### src/rtl/mem_access_unit.sv
// rtl/mem_access_unit.sv - load/store initiator for a word-wide data memory
// Sub-word stores are done as read-modify-write; loads are lane-selected and extended.
module mem_access_unit #(
   parameter int ADDR_W = 32
) (
   input  logic              clk,
   input  logic              reset,
   input  logic              req_valid,
   output logic              req_ready,
   input  logic              req_write,
   input  logic [1:0]        req_size,
   input  logic              req_unsigned,
   input  logic [ADDR_W-1:0] req_addr,
   input  logic [31:0]       req_wdata,
   output logic              resp_valid,
   output logic [31:0]       resp_rdata,
   output logic              resp_err,
   output logic [ADDR_W-1:0] mem_addr,
   output logic [31:0]       mem_wdata,
   output logic              mem_write,
   output logic              mem_read,
   input  logic [31:0]       mem_rdata
);
   typedef enum logic [1:0] {IDLE, ACCESS, MERGE_WR, RESP} state_t;

   state_t      state;
   logic        op_write;
   logic        op_unsigned;
   logic [1:0]  op_size;
   logic [1:0]  op_off;
   logic [15:0] op_wdata;
   logic        bad_req;
   logic        word_store;
   logic        op_sub_store;
   logic [4:0]  shamt;
   logic [15:0] lane;
   logic [31:0] lane_mask;
   logic [31:0] merge_data;
   logic [31:0] load_data;

   assign bad_req = (req_size == 2'b11)
                 || (req_size == 2'b01 && req_addr[0])
                 || (req_size == 2'b10 && req_addr[1:0] != 2'b00);
   assign word_store   = req_write && (req_size == 2'b10);
   assign op_sub_store = op_write && (op_size != 2'b10);

   // Little-endian lanes: byte offset n occupies bits [8n+7:8n]
   assign shamt      = {op_off, 3'b000};
   assign lane       = 16'(mem_rdata >> shamt);
   assign lane_mask  = ((op_size == 2'b00) ? 32'h0000_00FF : 32'h0000_FFFF) << shamt;
   assign merge_data = (mem_rdata & ~lane_mask) | (({16'h0000, op_wdata} << shamt) & lane_mask);

   always_comb begin
      load_data = mem_rdata;
      if (op_size == 2'b00)
         load_data = {{24{lane[7] & ~op_unsigned}}, lane[7:0]};
      else if (op_size == 2'b01)
         load_data = {{16{lane[15] & ~op_unsigned}}, lane[15:0]};
   end

   always_ff @(posedge clk or posedge reset) begin
      if (reset) begin
         state       <= IDLE;
         req_ready   <= 1'b1;
         resp_valid  <= 1'b0;
         resp_rdata  <= 32'h0;
         resp_err    <= 1'b0;
         mem_addr    <= '0;
         mem_wdata   <= 32'h0;
         mem_write   <= 1'b0;
         mem_read    <= 1'b0;
         op_write    <= 1'b0;
         op_unsigned <= 1'b0;
         op_size     <= 2'b00;
         op_off      <= 2'b00;
         op_wdata    <= 16'h0;
      end else begin
         case (state)
            IDLE: begin
               if (req_valid) begin
                  op_write    <= req_write;
                  op_unsigned <= req_unsigned;
                  op_size     <= req_size;
                  op_off      <= req_addr[1:0];
                  op_wdata    <= req_wdata[15:0];
                  req_ready   <= 1'b0;
                  if (bad_req) begin
                     resp_valid <= 1'b1;
                     resp_err   <= 1'b1;
                     state      <= RESP;
                  end else begin
                     // Strobes are registered, so the access is launched from here
                     mem_addr  <= {req_addr[ADDR_W-1:2], 2'b00};
                     mem_read  <= !word_store;
                     mem_write <= word_store;
                     mem_wdata <= word_store ? req_wdata : 32'h0;
                     state     <= ACCESS;
                  end
               end
            end
            ACCESS: begin
               mem_read <= 1'b0;
               if (op_sub_store) begin
                  mem_write <= 1'b1;
                  mem_wdata <= merge_data;
                  state     <= MERGE_WR;
               end else begin
                  mem_write  <= 1'b0;
                  mem_addr   <= '0;
                  mem_wdata  <= 32'h0;
                  resp_valid <= 1'b1;
                  resp_rdata <= op_write ? 32'h0 : load_data;
                  state      <= RESP;
               end
            end
            MERGE_WR: begin
               mem_write  <= 1'b0;
               mem_addr   <= '0;
               mem_wdata  <= 32'h0;
               resp_valid <= 1'b1;
               state      <= RESP;
            end
            RESP: begin
               resp_valid <= 1'b0;
               resp_rdata <= 32'h0;
               resp_err   <= 1'b0;
               req_ready  <= 1'b1;
               state      <= IDLE;
            end
            default: state <= IDLE;
         endcase
      end
   end
endmodule

### config.mk
export PLATFORM = sky130hd
export DESIGN_NAME = mem_access_unit
export DESIGN_NICKNAME = d
export VERILOG_FILES = /design/src/rtl/mem_access_unit.sv
export SDC_FILE = /design/constraint.sdc
export NUM_CORES = 1
export LEC_CHECK = 0
export CORE_MARGIN = 1.5
export CORE_UTILIZATION = 43
export DETAILED_ROUTE_END_ITERATION = 10
export GPL_TIMING_DRIVEN = 1
export PLACE_DENSITY = 0.77
export SYNTH_ARGS = -nofsm -noshare
export SYNTH_HDL_FRONTEND = slang
export SYNTH_SLANG_ARGS = --single-unit
### constraint.sdc
create_clock -name clk -period 3.85 [get_ports clk]
set_clock_uncertainty 0.05 [all_clocks]
set_input_delay 0.385 -clock clk [delete_from_list [all_inputs] [get_ports clk]]
set_output_delay 0.385 -clock clk [all_outputs]
set_load 0.02 [all_outputs]
==> impl_metrics.csv <==
group,metric,value,unit
synthesis,yosysWarnings,0,
placement,post-dp-hpwl,15000,um
status,status,"completed",
clock_tree,htreeDepth,4,
finish,diodes,0,
clock_tree,cts_buffer_depth,2,
setup_path,reg2reg_slack,1.02,ns
synthesis,netlist_area,6650,sq um
global_routing,grt-ovfl-total,0,
floorplanning,die_h,127,um
setup_path,startpoint,"op_size[1]",
placement,gp_congestion,0.900,
power_and_ir_drop,power.share.sequential,0.276,
clock_tree,postCtsHoldBufs,0,
clock_tree,cts_made_buffers,17,
job,cap_violations,0,
power_and_ir_drop,combPwrFrac,0.518,
clock_tree,clkSinkCount,123,
finish,drive_above_1_share,0.134,
routing,ant_nets,0,
sta,slew_headroom,0.262,
finish,nets,935,
finish,multiInputGateArea,3270,sq um
floorplanning,coreArea,15100,sq um
placement,dpl_worst_slack,0.990,ns
power_and_ir_drop,pwr-share-clk,0.206,
setup_path,required,4.10,ns
routing,vias,5905,
synthesis,synthCells,652,
setup_path,critical_path_class,"flip-flop to flip-flop",
setup_path,cp.arrival,3.08,ns
sta,finalCriticalPeriod,2.83,ns
clock_tree,root_buffer,"clkbuf_16",
synthesis,synth.distinct_cells,52,
clock_tree,post_cts_buffers,0,
setup_path,reg2regPathDepth,4,
synthesis,async_flop_share,1.00,
global_routing,track_usage,0.261,
setup_path,endpoint_kind,"flip-flop",
power_and_ir_drop,sw_frac_of_total,0.403,
finish,regArea,3080,sq um
finish,final_cell_mix,"201 x clkdlybuf4s50_1, 123 x nand2_1, 121 x dfrtp_1, 45 x nor2b_1, 44 x mux2_2",
sta,fin_crit_sh,0.735,
placement,portBuffers,201,
sta,finalMaxSlewViolations,0,
synthesis,ys.flop_type,"dfrtp_1",
finish,final_common_cell,"clkdlybuf4s50_1",
sta,rsz0062_at_grt,"false",
power_and_ir_drop,p_per_area,933,nW/um^2
routing,drt-total-wl,20700,um
floorplanning,start_util,0.439,
clock_tree,cts_tree,"built",
finish,area_growth,41.2,%
synthesis,synth_seq_cells,123,
synthesis,synth-edff-count,0,
synthesis,ys_seq_area_frac,0.463,
setup_path,cp-endpoint,"mem_wdata[6]",
routing,wire_per_inst,20.1,um
sta,worst_pin_slew,1.11,ns
global_routing,grt_pass1_vias,6108,
sta,fin_ws,1.02,ns
clock_tree,cts_resized,0,
global_routing,grt_pass1_wl,32700,um
floorplanning,die_w,127,um
global_routing,grt_max_degree,59,
floorplanning,die_area,16200,sq um
hold_path,hold_path_class,"input port to async pin",
setup_path,cp-start-kind,"flip-flop",
sta,fin_setup_tns,0,ns
synthesis,syn_avg_cell_area,10.2,sq um
routing,drt-initial-drc-count,600,
power_and_ir_drop,power_switching,0.00354,W
setup_path,crit_fanout,34,
floorplanning,rows,45,
routing,firstDrtPassIters,5,
routing,drt_drc_violations_left,0,
power_and_ir_drop,p_leak,4.04,nW
power_and_ir_drop,p_int,0.00523,W
finish,nFillCells,1197,
clock_tree,clk_pin_slew_worst_paths,0.06,ns
routing,viasPerCell,5.74,
sta,hold_viol,0,
clock_tree,clk_latency,0.42,ns
sta,setup_viol,0,
setup_path,reg2reg_to,"mem_wdata[6]",
floorplanning,pin_count,204,
setup_path,r2r_start,"op_size[1]",
sta,clock.fmax,353,MHz
global_routing,antenna_found_initial,0,
power_and_ir_drop,ir_drop,0.663,mV
==> logic make-up (layout without fill, tap and decap cells) <==
group | after synthesis | count (layout) | synth area share
buffers and inverters | 65 | 253 | 0.0499
AO/OA/AOI/OAI | 153 | 153 | 0.167
multiplexers | 90 | 90 | 0.157
adder cells (fa/ha/maj) | 4 | 4 | 0.00753
other | 1 | 2 | 0.000564
flip-flops | 123 | 123 | 0.463
AND/OR/NAND/NOR | 216 | 216 | 0.155
==> sequential cells by signal, indices dropped and copies added, names as in the netlist <==
signal       count
mem_wdata       32
resp_rdata      32
mem_addr        30
op_wdata        16
op_off           2
op_size          2
state            2
mem_read         1
mem_write        1
op_unsigned      1
op_write         1
req_ready        1
resp_err         1
resp_valid       1
==> critical path: stages, from the launching register on <==
cell      delay (ns)
dfrtp_1         1.07
nand2b_1        0.29
nand4_1         0.70
o21ai_0         0.27
mux2_4          0.31
==> through the flow <==
stage	total power (W)	instances	instance area, sq um	hold WS [ns]	util
after floorplan	0.00541	653	6650	0.413	-
after global placement	0.00680	997	8720	0.407	0.576
after detailed placement	0.00696	997	8720	0.414	0.576
after CTS	0.00879	1029	9390	0.387	0.620
after global routing	0.00926	1029	9390	0.428	0.620
final	0.00876	1029	9390	0.366	0.620
==> synth_stat cells (13+ instances only) <==
cell	n	share of area
mux2_2	44	0.075
nor2b_1	45	0.042
clkbuf_1	24	0.014
a31oi_1	20	0.019
a221o_1	20	0.030
nand2_1	123	0.069
mux2i_1	32	0.048
nor3_1	18	0.014
a21oi_1	17	0.013
o21ai_0	25	0.019
dfrtp_1	122	0.46
buf_2	13	0.0098
==> how the worst min path moves through the flow <==
stage | cells past startpoint | start | to | slack (ns)
floorplan | 2 | op_wdata[10] | op_wdata[10] | 0.41
global placement | 2 | resp_rdata[2] | resp_rdata[2] | 0.41
detailed placement | 2 | resp_rdata[5] | resp_rdata[5] | 0.41
CTS | 2 | reset | mem_wdata[28] | 0.39
global route | 2 | reset | mem_wdata[28] | 0.43
finish | 2 | reset | mem_wdata[28] | 0.37
==> routing by layer <==
layer,track usage,part of all wire,vias up
met5,0,0,-
met2,0.438,0.49,293
li1,-,-,2700
met3,0.0791,0.078,52
met1,0.318,0.41,2860
met4,0.0949,0.028,0
==> power by group through the flow <==
stage	combinational (W)	sequential [W]	clock [W]
floorplan	0.00268	0.00273	0
global placement	0.00441	0.00239	0
detailed placement	0.00454	0.00242	0
CTS	0.00457	0.00241	0.00182
global route	0.00489	0.00249	0.00188
finish	0.00454	0.00242	0.00180
==> area by class of cell <==
class,instances,area share
clock buffers,19,0.0482
inverters,7,0.00307
well taps,188,0.0251
clock inverters,13,0.0228
flip-flops and latches,123,0.328
repair buffers,214,0.225
multi-input cells,465,0.348
No activity file was read; power rests on OpenSTA's default activity.
